**src/rtl/axi_r_channel_slave_burster_pkg.sv**
```systemverilog
// rtl/axi_r_channel_slave_burster_pkg.sv - shared AXI read-channel defs; AXI_R_SLAVE_WRAP_EN enables WRAP bursts
`ifndef AXI_DATA_WIDTH
`define AXI_DATA_WIDTH 32
`endif
`ifndef AXI_ADDR_WIDTH
`define AXI_ADDR_WIDTH 32
`endif
`ifndef AXI_ID_WIDTH
`define AXI_ID_WIDTH 4
`endif

package axi_r_channel_slave_burster_pkg;
  localparam logic [1:0] RESP_OKAY   = 2'b00;
  localparam logic [1:0] RESP_SLVERR = 2'b10;
  localparam logic [1:0] RESP_DECERR = 2'b11;

  localparam logic [1:0] BURST_FIXED = 2'b00;
  localparam logic [1:0] BURST_INCR  = 2'b01;
  localparam logic [1:0] BURST_WRAP  = 2'b10;

  localparam logic [2:0] SIZE_4B = 3'b010;

  typedef enum logic [2:0] {
    ST_IDLE  = 3'b001,
    ST_BURST = 3'b010,
    ST_DRAIN = 3'b100
  } state_e;

  function automatic logic wrap_len_ok(input logic [3:0] len);
    return (len == 4'd1) || (len == 4'd3) || (len == 4'd7) || (len == 4'd15);
  endfunction
endpackage

```
**src/rtl/axi_r_channel_slave_burster_if.sv**
```systemverilog
// rtl/axi_r_channel_slave_burster_if.sv - AXI3 AR/R channel bundle with master/slave modports
interface axi_r_channel_slave_burster_if #(
  parameter int DATA_WIDTH = `AXI_DATA_WIDTH,
  parameter int ADDR_WIDTH = `AXI_ADDR_WIDTH,
  parameter int ID_WIDTH   = `AXI_ID_WIDTH
);
  logic [ADDR_WIDTH-1:0] ARADDR;
  logic [3:0]            ARLEN;
  logic [2:0]            ARSIZE;
  logic [1:0]            ARBURST;
  logic [ID_WIDTH-1:0]   ARID;
  logic                  ARVALID;
  logic                  ARREADY;
  logic [DATA_WIDTH-1:0] RDATA;
  logic [1:0]            RRESP;
  logic                  RLAST;
  logic [ID_WIDTH-1:0]   RID;
  logic                  RVALID;
  logic                  RREADY;

  modport slave (
    input  ARADDR, ARLEN, ARSIZE, ARBURST, ARID, ARVALID, RREADY,
    output ARREADY, RDATA, RRESP, RLAST, RID, RVALID
  );

  modport master (
    output ARADDR, ARLEN, ARSIZE, ARBURST, ARID, ARVALID, RREADY,
    input  ARREADY, RDATA, RRESP, RLAST, RID, RVALID
  );
endinterface

```
**src/rtl/axi_r_skid_fifo.sv**
```systemverilog
// rtl/axi_r_skid_fifo.sv - two-entry FIFO between the SRAM capture stage and the R channel
module axi_r_skid_fifo #(
  parameter int WIDTH = 8
) (
  input  logic             clk,
  input  logic             resetn,
  input  logic             push,
  input  logic [WIDTH-1:0] push_data,
  input  logic             pop,
  output logic [WIDTH-1:0] head,
  output logic [1:0]       count
);
  logic [WIDTH-1:0] mem_q [2];
  logic             rd_ptr;
  logic             wr_ptr;
  logic             do_push;
  logic             do_pop;

  assign do_pop  = pop && (count != 2'd0);
  assign do_push = push && ((count != 2'd2) || do_pop);
  assign head    = mem_q[rd_ptr];

  always_ff @(posedge clk) begin
    if (!resetn) begin
      mem_q[0] <= '0;
      mem_q[1] <= '0;
      rd_ptr   <= 1'b0;
      wr_ptr   <= 1'b0;
      count    <= 2'd0;
    end else begin
      if (do_push) begin
        mem_q[wr_ptr] <= push_data;
        wr_ptr        <= ~wr_ptr;
      end
      if (do_pop) begin
        rd_ptr <= ~rd_ptr;
      end
      count <= count + {1'b0, do_push} - {1'b0, do_pop};
    end
  end
endmodule

```
**src/rtl/axi_r_channel_slave_burster.sv**
```systemverilog
// rtl/axi_r_channel_slave_burster.sv - AXI3 read burst responder over a 1-cycle SRAM; WRAP needs AXI_R_SLAVE_WRAP_EN
module axi_r_channel_slave_burster
  import axi_r_channel_slave_burster_pkg::*;
#(
  parameter int DATA_WIDTH = `AXI_DATA_WIDTH,
  parameter int ADDR_WIDTH = `AXI_ADDR_WIDTH,
  parameter int ID_WIDTH   = `AXI_ID_WIDTH,
  parameter int MEM_AW     = 12
) (
  input  logic                         ACLK,
  input  logic                         ARESETn,
  axi_r_channel_slave_burster_if.slave axi,
  output logic                         mem_en,
  output logic [MEM_AW-1:0]            mem_addr,
  input  logic [DATA_WIDTH-1:0]        mem_rdata
);
  localparam int PW = DATA_WIDTH + 3;

  state_e                state_q, state_d;
  logic                  arready_q;
  logic [ADDR_WIDTH-1:0] cur_addr_q, next_addr;
  logic [3:0]            len_q, issue_cnt_q;
  logic [1:0]            burst_q;
  logic [ID_WIDTH-1:0]   id_q;
  logic                  err_q;
  logic                  infl_q, infl_last_q;
  logic [1:0]            infl_resp_q;
  logic [1:0]            fifo_count;
  logic [PW-1:0]         fifo_head, push_data;
  logic [DATA_WIDTH-1:0] push_word;
  logic                  ar_hs, ar_err, rvalid, pop, issue, issue_last, oob;
  logic [1:0]            beat_resp;

  assign ar_hs  = axi.ARVALID && arready_q;
  assign rvalid = (fifo_count != 2'd0);
  assign pop    = rvalid && axi.RREADY;

  // Credit counts the slot freed by this cycle's pop so a held RREADY sustains 1 beat/cycle.
  assign issue = (state_q == ST_BURST) &&
                 (({1'b0, fifo_count} + {2'b00, infl_q}) < (3'd2 + {2'b00, pop}));
  assign issue_last = issue && (issue_cnt_q == len_q);

  assign oob       = |cur_addr_q[ADDR_WIDTH-1:MEM_AW+2];
  assign beat_resp = err_q ? RESP_SLVERR : (oob ? RESP_DECERR : RESP_OKAY);
  assign mem_en    = issue && (beat_resp == RESP_OKAY);
  assign mem_addr  = cur_addr_q[MEM_AW+1:2];

  always_comb begin
    ar_err = (axi.ARSIZE != SIZE_4B) || (axi.ARBURST == 2'b11);
`ifdef AXI_R_SLAVE_WRAP_EN
    if ((axi.ARBURST == BURST_WRAP) &&
        (!wrap_len_ok(axi.ARLEN) || (axi.ARADDR[1:0] != 2'b00))) begin
      ar_err = 1'b1;
    end
`else
    if (axi.ARBURST == BURST_WRAP) begin
      ar_err = 1'b1;
    end
`endif
  end

`ifdef AXI_R_SLAVE_WRAP_EN
  logic [ADDR_WIDTH-1:0] wrap_mask;
  // len is 1/3/7/15 for any accepted WRAP, so (len+1)*4-1 is just {len, 2'b11}.
  assign wrap_mask = {{(ADDR_WIDTH-6){1'b0}}, len_q, 2'b11};
`endif

  always_comb begin
    next_addr = cur_addr_q;
    case (burst_q)
      BURST_INCR: next_addr = cur_addr_q + ADDR_WIDTH'(4);
`ifdef AXI_R_SLAVE_WRAP_EN
      BURST_WRAP: next_addr = (cur_addr_q & ~wrap_mask) |
                              ((cur_addr_q + ADDR_WIDTH'(4)) & wrap_mask);
`endif
      default: ;
    endcase
  end

  always_comb begin
    state_d = state_q;
    case (state_q)
      ST_IDLE:  if (ar_hs) state_d = ST_BURST;
      ST_BURST: if (issue_last) state_d = ST_DRAIN;
      ST_DRAIN: if (pop && fifo_head[0]) state_d = ST_IDLE;
      default:  state_d = ST_IDLE;
    endcase
  end

  always_ff @(posedge ACLK) begin
    if (!ARESETn) begin
      state_q     <= ST_IDLE;
      arready_q   <= 1'b0;
      cur_addr_q  <= '0;
      len_q       <= '0;
      burst_q     <= '0;
      id_q        <= '0;
      err_q       <= 1'b0;
      issue_cnt_q <= '0;
      infl_q      <= 1'b0;
      infl_resp_q <= RESP_OKAY;
      infl_last_q <= 1'b0;
    end else begin
      state_q     <= state_d;
      arready_q   <= (state_d == ST_IDLE);
      infl_q      <= issue;
      infl_resp_q <= beat_resp;
      infl_last_q <= issue_last;
      if (ar_hs) begin
        cur_addr_q  <= axi.ARADDR;
        len_q       <= axi.ARLEN;
        burst_q     <= axi.ARBURST;
        id_q        <= axi.ARID;
        err_q       <= ar_err;
        issue_cnt_q <= '0;
      end else if (issue) begin
        cur_addr_q  <= next_addr;
        issue_cnt_q <= issue_cnt_q + 4'd1;
      end
    end
  end

  always_comb begin
    push_word = '0;
    if (infl_resp_q == RESP_OKAY) push_word = mem_rdata;
  end
  assign push_data = {push_word, infl_resp_q, infl_last_q};

  axi_r_skid_fifo #(.WIDTH(PW)) u_fifo (
    .clk       (ACLK),
    .resetn    (ARESETn),
    .push      (infl_q),
    .push_data (push_data),
    .pop       (pop),
    .head      (fifo_head),
    .count     (fifo_count)
  );

  assign axi.ARREADY = arready_q;
  assign axi.RVALID  = rvalid;
  assign axi.RDATA   = fifo_head[PW-1:3];
  assign axi.RRESP   = fifo_head[2:1];
  assign axi.RLAST   = fifo_head[0];
  assign axi.RID     = id_q;
endmodule

```
**src/flat_wrapper.sv**
```systemverilog
// flat-port wrapper written by rule: the top's interface ports become plain ports
module axi_r_channel_slave_burster_flat import axi_r_channel_slave_burster_pkg::*;
#(
  parameter int DATA_WIDTH = `AXI_DATA_WIDTH,
  parameter int ADDR_WIDTH = `AXI_ADDR_WIDTH,
  parameter int ID_WIDTH   = `AXI_ID_WIDTH,
  parameter int MEM_AW     = 12
)
  (ACLK, ARESETn, mem_en, mem_addr, mem_rdata, axi_ARADDR, axi_ARLEN, axi_ARSIZE, axi_ARBURST, axi_ARID, axi_ARVALID, axi_RREADY, axi_ARREADY, axi_RDATA, axi_RRESP, axi_RLAST, axi_RID, axi_RVALID);
  axi_r_channel_slave_burster_if #(.DATA_WIDTH(DATA_WIDTH), .ADDR_WIDTH(ADDR_WIDTH), .ID_WIDTH(ID_WIDTH)) axi_i ();
  input  logic ACLK;
  input  logic ARESETn;
  output logic mem_en;
  output logic [MEM_AW-1:0] mem_addr;
  input  logic [DATA_WIDTH-1:0] mem_rdata;
  input wire logic [$bits(axi_i.ARADDR)-1:0] axi_ARADDR;
  input wire logic [$bits(axi_i.ARLEN)-1:0] axi_ARLEN;
  input wire logic [$bits(axi_i.ARSIZE)-1:0] axi_ARSIZE;
  input wire logic [$bits(axi_i.ARBURST)-1:0] axi_ARBURST;
  input wire logic [$bits(axi_i.ARID)-1:0] axi_ARID;
  input wire logic [$bits(axi_i.ARVALID)-1:0] axi_ARVALID;
  input wire logic [$bits(axi_i.RREADY)-1:0] axi_RREADY;
  output wire logic [$bits(axi_i.ARREADY)-1:0] axi_ARREADY;
  output wire logic [$bits(axi_i.RDATA)-1:0] axi_RDATA;
  output wire logic [$bits(axi_i.RRESP)-1:0] axi_RRESP;
  output wire logic [$bits(axi_i.RLAST)-1:0] axi_RLAST;
  output wire logic [$bits(axi_i.RID)-1:0] axi_RID;
  output wire logic [$bits(axi_i.RVALID)-1:0] axi_RVALID;
  assign axi_i.ARADDR = axi_ARADDR;
  assign axi_i.ARLEN = axi_ARLEN;
  assign axi_i.ARSIZE = axi_ARSIZE;
  assign axi_i.ARBURST = axi_ARBURST;
  assign axi_i.ARID = axi_ARID;
  assign axi_i.ARVALID = axi_ARVALID;
  assign axi_i.RREADY = axi_RREADY;
  assign axi_ARREADY = axi_i.ARREADY;
  assign axi_RDATA = axi_i.RDATA;
  assign axi_RRESP = axi_i.RRESP;
  assign axi_RLAST = axi_i.RLAST;
  assign axi_RID = axi_i.RID;
  assign axi_RVALID = axi_i.RVALID;
  axi_r_channel_slave_burster #(.DATA_WIDTH(DATA_WIDTH), .ADDR_WIDTH(ADDR_WIDTH), .ID_WIDTH(ID_WIDTH), .MEM_AW(MEM_AW)) u_core (.ACLK(ACLK), .ARESETn(ARESETn), .axi(axi_i), .mem_en(mem_en), .mem_addr(mem_addr), .mem_rdata(mem_rdata));
endmodule
```
**config.mk**
```make
export PLATFORM = sky130hd
export DESIGN_NAME = axi_r_channel_slave_burster_flat
export DESIGN_NICKNAME = d
export VERILOG_FILES = /design/src/rtl/axi_r_channel_slave_burster_pkg.sv /design/src/rtl/axi_r_channel_slave_burster_if.sv /design/src/rtl/axi_r_skid_fifo.sv /design/src/rtl/axi_r_channel_slave_burster.sv /design/src/flat_wrapper.sv
export SDC_FILE = /design/constraint.sdc
export NUM_CORES = 1
export LEC_CHECK = 0
export BUFFER_PORTS_ARGS = -buffer_cell sky130_fd_sc_hd__buf_4
export CAP_MARGIN = 0
export CORE_ASPECT_RATIO = 1.2
export CORE_UTILIZATION = 40
export DETAILED_ROUTE_END_ITERATION = 10
export SETUP_SLACK_MARGIN = 0.2
export SLEW_MARGIN = 30
export SYNTH_ARGS = -nofsm -noshare
export SYNTH_HDL_FRONTEND = slang
export SYNTH_HIERARCHICAL = 1
export SYNTH_SLANG_ARGS = --single-unit
```
**constraint.sdc**
```tcl
create_clock -name ACLK -period 3.4 [get_ports ACLK]
set_input_delay 0.68 -clock ACLK [delete_from_list [all_inputs] [get_ports ACLK]]
set_output_delay 0.68 -clock ACLK [all_outputs]
set_load 0.05 [all_outputs]
```
==> results of run 1 <==
-- final timing paths --
check | start | endpoint | cells past startpoint
setup / recovery | u_core/u_fifo/count[0] | mem_en | 6
hold reg to reg | u_core/axi.RID[2] | u_core/axi.RID[2] | 2
hold / removal | u_core/axi.RID[2] | u_core/axi.RID[2] | 2
setup reg to reg | u_core/u_fifo/count[0] | u_core/cur_addr_q[8] | 7
-- critical path: stages, from the launching register on --
cell and delay, ns:
dfxtp_1 0.35, ha_1 0.20, ha_1 0.21, nor4b_4 0.40
nand2_1 0.22, nor3_2 0.22, buf_4 0.23
-- synthesized netlist by cell type (all sizes together) (2+ instances only) --
cell type / instances
inv: 5
and3: 3
and4: 6
o31ai: 5
o21ai: 38
nor4b: 4
or3: 5
xnor2: 20
nor3: 6
ha: 6
buf: 26
nand4: 11
nor4: 16
nand3: 13
a21oi: 30
or4: 6
nor3b: 3
mux2: 35
nand2: 35
dfxtp: 58
nor2b: 4
edfxtp: 70
xor2: 8
and2: 111
clkbuf: 18
a31oi: 10
a211oi: 2
o21a: 2
nor2: 16
-- stage by stage --
step	hold slack (ns)	utilization (%)
floorplan	0.432	-
global placement	0.443	48.3
detailed placement	0.447	48.3
CTS	0.455	52.2
global route	0.477	52.3
finish	0.452	52.3
-- power by group through the flow --
| stage | sequential (mW) | combinational (mW) | clock [mW] |
|---|---|---|---|
| floorplan | 1.77 | 0.243 | 0 |
| global route | 1.75 | 0.424 | 1.93 |
| CTS | 1.74 | 0.395 | 1.86 |
| global placement | 1.77 | 0.390 | 0 |
| detailed placement | 1.77 | 0.393 | 0 |
| finish | 1.74 | 0.391 | 1.82 |
-- layout make-up --
cell class	count	share of cell area (%)
Clock buffer	18	5.42
Clock inverter	13	2.07
Inverter	5	0.237
Multi-Input combinational cell	403	34.4
Sequential cell	128	41.3
Tap cell	204	3.23
Timing Repair Buffer	141	13.4
-- metal layers --
layer  GRT usage (%)  wire [um]
met1            20.6       5830
met2            30.9       6940
met3            5.24        797
met4            5.74        108
met5               0          0
-- flip-flops by register name (all words and copies together) (netlist names), named ones only --
name / cells
u_core/u_fifo/rd_ptr: 1
u_core/burst_q: 2
u_core/err_q: 1
u_core/infl_resp_q: 2
u_core/u_fifo/count: 2
u_core/axi.ARREADY: 1
u_core/u_fifo/wr_ptr: 1
u_core/infl_q: 1
u_core/infl_last_q: 1
u_core/cur_addr_q: 30
u_core/u_fifo/mem_q: 70
u_core/state_q: 3
u_core/len_q: 4
u_core/axi.RID: 4
u_core/issue_cnt_q: 4
-- cell families after synthesis --
logic type / Yosys count / synth area share (%)
XOR/XNOR: 28 / 3.92
AND/OR/NAND/NOR: 243 / 23.6
multiplexers: 36 / 6.46
AO/OA/AOI/OAI: 90 / 7.94
buffers and inverters: 49 / 4.72
adder cells (fa/ha/maj): 6 / 1.20
flip-flops: 128 / 52.2
==> out/results.txt, run 1 <==
After routing the design area is 0.00791 sq mm. Number of nets in the layout: 783. The share of power burned in the clock network was 46.0%. The top cell types in the final layout, fill and taps aside, are 141 x buf_4, 109 x and2_1, 70 x edfxtp_1. Post-synthesis sequential area ratio: 52.2%. TritonCTS built the clock tree. The detailed-route via count was 4,638. Sort of element at the end of the critical path: a primary output.

The floorplan step set the die width to 116 um. From synthesis to final layout, the design area changed by 26.6%. Across all register-to-register paths, the minimum setup slack is 0.98 ns.

The maximum number of pins on one net before global-route repair was 40; the share of post-route cells with drive strength above 1 was 30.1%. From bottom edge to top edge, the die measures 139 um. Post-CTS timing repair inserted 0 buffers for setup. The logs give 41.3% for the initial core utilization and 3.11 nW for the standby leakage power. The first global-routing pass estimated 22,300 um of wire. Registers are responsible for 44.1% of the overall power. The number of antenna diodes in the final layout is 0.

Across the routed clock network, the largest skew measured is 0.0138 ns. Post-CTS repair changed the size of 0 cells. The number of global-route vias before repair is 4,767. The smallest clock period supported by the final layout is computed as 2.91 ns. The tools report the kind of start point of the critical path as a register. After clock tree synthesis, the clock-pin slew on the worst setup and hold paths is 0.06 ns. The instance area after placement was 0.00731 sq mm; the net switching power of the design was 0.945 mW. The longest clock path from root to sink contains 2 buffers. The share of total power dissipated in combinational logic is 9.9%. Overall power consumption after layout is estimated at 3.95 mW. Cell internal power was estimated by the tool at 3.00 mW.

For the max-slew violation total from the final report, the log shows 0. The critical path in this run is classified as reg -> out. The number of placement rows was 49. The placed wire-length estimate after detailed placement is 9160 um, and the overall overflow remaining after global route is 0. Routability-driven placement finished with a final weighted congestion of 0.799. In this run, CTS created clock tree buffers numbering 17. Static timing analysis puts the maximum clock frequency at 0.343 GHz. Number of remaining DRC errors: 0.

The number of buffer cells added on primary ports was 132; the total area of multi-input combinational cells was 0.00272 sq mm. The number of nets produced by synthesis was 667; the proportion of netlist area held by the largest area contributor was 33.6%. Excluding fillers, the count of instances in the completed layout stands at 912. The die covers 0.0161 sq mm. Of all nets on the critical path, the largest fanout is 7.

The layout has 1,397 filler cells. Predominant post-synthesis flop cell: edfxtp_1. The number of placed instances, taps included, is 881.

The sequential cells in the finished layout cover a total of 0.00326 sq mm. The logs give 0.0151 sq mm for the core area and 0 for the count of final hold-check violations. The routed wire length was 13,700 um.

After synthesis, the mean cell area works out to 10.8 sq um. For this block, the initial DRC count from the detailed router was 149. For the pin with the worst max-slew slack, the measured transition is 0.678 ns. The post-synthesis instance area was 0.00625 sq mm. CTS placed an instance of clkbuf_16 at the clock tree root.

Setup repair after global routing left no endpoint under its margin. The run finished with clean final reports. The pre-CTS worst setup slack is 0.600 ns.

The Yosys step of the flow raised 6 warnings. The pre-antenna-repair detailed-routing pass consisted of 7 iterations. For the worst setup path, the data required time is 2.72 ns. The post-route clock period utilization was 85.7%; the setup violation total in the final timing report was 0. Routed wire length per instance: 15.0 um. The number of flops mapped to enable cells by yosys works out to 70. The tools report the total track usage as 17.8%. Of all cell types, the one taking the most synthesized area is edfxtp_1. The run gives 0 as the number of antenna violations at the first check in global routing. CTS built an H-tree with a depth of 4. Minimum setup slack in the final design: 0.487 ns.

The number of antenna-violating nets in the routed design is 0. Sorting the synthesized cells by area gives the leading types as edfxtp_1 34%, dfxtp_1 19%, and2_1 11%. The net switching share of the total power came out at 23.9%. After synthesis the netlist holds a flip-flop and latch count of 128. The type of the tightest min-delay check was reg -> reg. The count of different cell masters after synthesis was 48; the worst-case vdd ir drop was 0.000284 V. For the critical path arrival, the log shows 2.23 ns.

The number of hold buffers added after cts was 0; the clock insertion delay at the later pin of the skew report was 0.41 ns. Leading cell type in the layout, fill and taps excluded: buf_4. The async set or reset register ratio after synthesis came out at 0%. The headroom to the max-slew limit is 54.6%, and the mean number of vias per cell is 5.09. The clock drives 128 sinks. The logs give 135 for the number of top-level pins and 0 ns for the setup TNS after final layout. In this run the power density over the cells is 499 mW/mm^2. The logs give 0 for the number of violations of the max-capacitance limit and 580 for the number of instances in the synthesized netlist.
Power figures use the tool's default switching activity.
==> inputs of run 2 (changes only) <==
CELL_PAD_IN_SITES_DETAIL_PLACEMENT = 1   (was not set)
CELL_PAD_IN_SITES_GLOBAL_PLACEMENT = 1   (was not set)
PLACE_DENSITY_LB_ADDON = 0.1   (was not set)
==> out/results.txt, run 2 (synthesis gave the netlist of run 1 again) <==
The depth of the most critical reg-to-reg path was 7 (unchanged). The tools report the total instance count after detailed placement as 878 (-0.34%). The flow ran to the end, and the final reports show no timing, DRC or antenna violations.

The number of buffer cells added on primary ports is 132 (unchanged). Setup repair after global routing left no endpoint under its margin. Flip-flop count of the largest register, all copies and words added: 70 (unchanged). The net switching share of the total power works out to 24.4% (+0.46 points).

The final worst clock skew was 0.00895 ns (-0.00486 ns); the cell depth of the worst min-delay path was 2 (unchanged). For the largest buffer count on any clock path, the log shows 2 (unchanged). The run gives 0 ns (unchanged) as the setup TNS after final layout.

The headroom to the max-slew limit came out at 38.8% (-16 points). The die outline area is 0.0161 sq mm (unchanged). For the count of final hold-check violations, the log shows 0 (unchanged).

For the non-filler instance count after layout, the log shows 910 (-0.22%). Highest clock rate: 0.339 GHz (-1.3%). The overall power of the completed layout was 3.87 mW (-2.0%). The biggest fanout along the worst timing path came out at 4 (-3). The overall overflow remaining after global route was 0 (unchanged). For the number of antenna cells inserted, the log shows 0 (unchanged). The standby leakage power came out at 3.07 nW (-1.2%). For the number of clock buffers inserted by TritonCTS, the log shows 17 (unchanged).

The run gives 4.76% (-0.48 points) as the global-route met3 utilization. The standard cell with the maximum stage delay on the critical path was or4_1. The tools report the number of global-route vias before repair as 5,080 (+6.6%). The critical path buffer and inverter count was 1 (unchanged).

TritonCTS built the clock tree. The core area came out at 0.0151 sq mm (unchanged). The power per unit of standard cell area is 492 mW/mm^2 (-1.4%), and the setup violation total in the final timing report is 0 (unchanged). The tools report the number of remaining DRC errors as 0 (unchanged). The most critical setup path has its startpoint at u_core/cur_addr_q[16]. The die boundary height is 139 um (unchanged), and the number of nets in the layout is 780 (-0.38%). The critical path arrival was 2.27 ns (+0.04 ns); the placer congestion estimate was 0.794 (-0.64%).

Number of placement rows: 49 (unchanged). The logs give 15,200 um (+11%) for the routed wire length and 2.72 ns (about the same) for the data required time of the worst path. Number of design-rule violations left by the first detailed-router iteration: 155 (+4.0%). The tools report the sort of element at the end of the critical path as a primary output. The post-CTS clock slew at the launch and capture registers of the worst setup and hold paths was 0.06 ns (about the same). The number of antenna violations at the first check in global routing is 0 (unchanged), and the share of post-route cells with drive strength above 1 is 29.3% (-0.76 points). Share of power burned in the clock network: 44.7% (-1.3 points).

The post-CTS setup-driven buffer insertion count was 0 (unchanged). The startpoint identified for the worst hold timing path is u_core/burst_q[0]. The number of resized instances in the post-cts repair step is 0 (unchanged).

Walking the worst path, the cells encountered are or4_1 > nor3_1 > nand4_1 > nor3_2 > buf_4. The total stage count of the critical path works out to 5 (-1). For the slack of the worst reg-to-reg path, the log shows 0.92 ns (-0.06 ns). The number of top-level pins was 135 (unchanged); the measured slew at the worst slew-check pin was 0.919 ns (+0.241 ns). The floorplan die width came out at 116 um (unchanged).

The worst hold path belongs to the class reg -> reg. The run gives 2.93 mW (-2.6%) as the internal power component. The busiest metal layer after global routing was met2. The tools report the worst flop-to-flop path startpoint as u_core/u_fifo/count[0].

Total number of clock tree sinks: 128 (unchanged). For the initial core utilization, the log shows 41.3% (unchanged). The clock insertion delay at the later pin of the skew report came out at 0.42 ns (about the same). The leading cell type in the layout, fill and taps excluded is buf_4. Leaving out fill and tap cells, the most frequent cells in the layout are 138 x buf_4, 109 x and2_1, 70 x edfxtp_1. Register ranked first by flip-flop count: u_core/u_fifo/mem_q.

The shortest period the worst path allows was 2.95 ns (+0.0387 ns); the worst-case vdd ir drop was 0.000224 V (-21%). The clock root buffer was clkbuf_16. Global routing met1 resource utilization: 22.1% (+1.4 points).

Number of antenna-violating nets in the routed design: 0 (unchanged). The largest registers in the layout are u_core/u_fifo/mem_q: 70 flops, u_core/cur_addr_q: 30 flops. For hold timing, the worst endpoint is u_core/burst_q[0]. The routed wire length per instance is 16.7 um (+11%). The logs give 4,752 (+2.5%) for the detailed-route via count and 10,100 um (+10%) for the placed wire-length estimate after detailed placement.

The biggest cell delay along the critical path came out at 0.53 ns (+0.13 ns). The critical path class was reg -> out. The mean number of vias per cell was 5.22 (+2.7%). From synthesis to final layout, the design area changed by 25.7%. The logs give 4 (-3) for the count of TritonRoute iterations in the first routing pass and 36.1% (+5.2 points) for the met2 track demand over resource. The net switching power of the design was 0.943 mW (-0.16%); the first-pass GRT wire length was 24,800 um (+11%). The tools report the total track usage as 20.1% (+2.3 points). The logs give 10.2% (+0.3 points) for the share of total power in combinational logic and 40 (unchanged) for the maximum number of pins on one net before global-route repair.

The endpoint identified for the worst register-to-register timing path is u_core/cur_addr_q[8]. Cell family with the largest share of critical-path delay: simple AND/OR/NAND/NOR gates. The number of violations of the max-capacitance limit is 0 (unchanged). STA classifies the critical path startpoint as a register.

The post-route clock period utilization was 86.8% (+1.1 points); the max-slew violation total from the final report was 0 (unchanged). The H-tree depth reported by CTS came out at 4 (unchanged). The run gives 45.1% (+1.0 points) as the relative contribution of sequential cells to total power. The run gives 0 (unchanged) as the number of hold buffers added after cts.
## run 2: area by class of cell
class,instances,area (sq um)
Multi-Input combinational cell,403,2730
Timing Repair Buffer,138,1040
Sequential cell,128,3260
Clock inverter,11,115
Inverter,5,18.8
Tap cell,204,255
Fill cell,1730,7290
Clock buffer,21,440
## run 2: worst register-to-register path: stages (launching register included)
cell and delay, ns:
dfxtp_1 0.35, ha_1 0.20, ha_1 0.21, nor4b_4 0.40, nand4_1 0.47, nor4b_1 0.46
xnor2_1 0.17, a21oi_1 0.08
## run 2: metal layers
| metal | part of all wire, % | wire length, um |
|---|---|---|
| met5 | 0 | 0 |
| met4 | 2.4 | 359 |
| met3 | 4.5 | 682 |
| met2 | 53 | 7980 |
| met1 | 41 | 6170 |
## run 2: power groups by stage
stage	Clock, mW	Sequential, mW	Combinational (mW)
2_1_floorplan	0	1.77	0.243
3_3_place_gp	0	1.77	0.388
3_5_place_dp	0	1.78	0.398
4_1_cts	1.77	1.75	0.401
5_1_grt	1.84	1.75	0.429
6_report	1.73	1.74	0.393
## run 2: worst max path at each step
stage,endpoint,slack [ns]
finish,mem_en,0.45
global route,mem_en,0.35
CTS,mem_en,0.40
detailed placement,u_core/u_fifo/mem_q[1][20],0.58
global placement,u_core/u_fifo/mem_q[1][20],0.63
floorplan,u_core/u_fifo/mem_q[0][0],0.32
## run 2: stage by stage
step           hold slack (ns)  area [sq um]  util [%]  setup slack [ns]
6_report                 0.455          7860      51.9             0.448
2_1_floorplan            0.432          6260         -             0.325
4_1_cts                  0.459          7850      51.9             0.398
3_5_place_dp             0.451          7300      48.2             0.576
5_1_grt                  0.481          7860      51.9             0.345
3_3_place_gp             0.441          7290      48.2             0.626
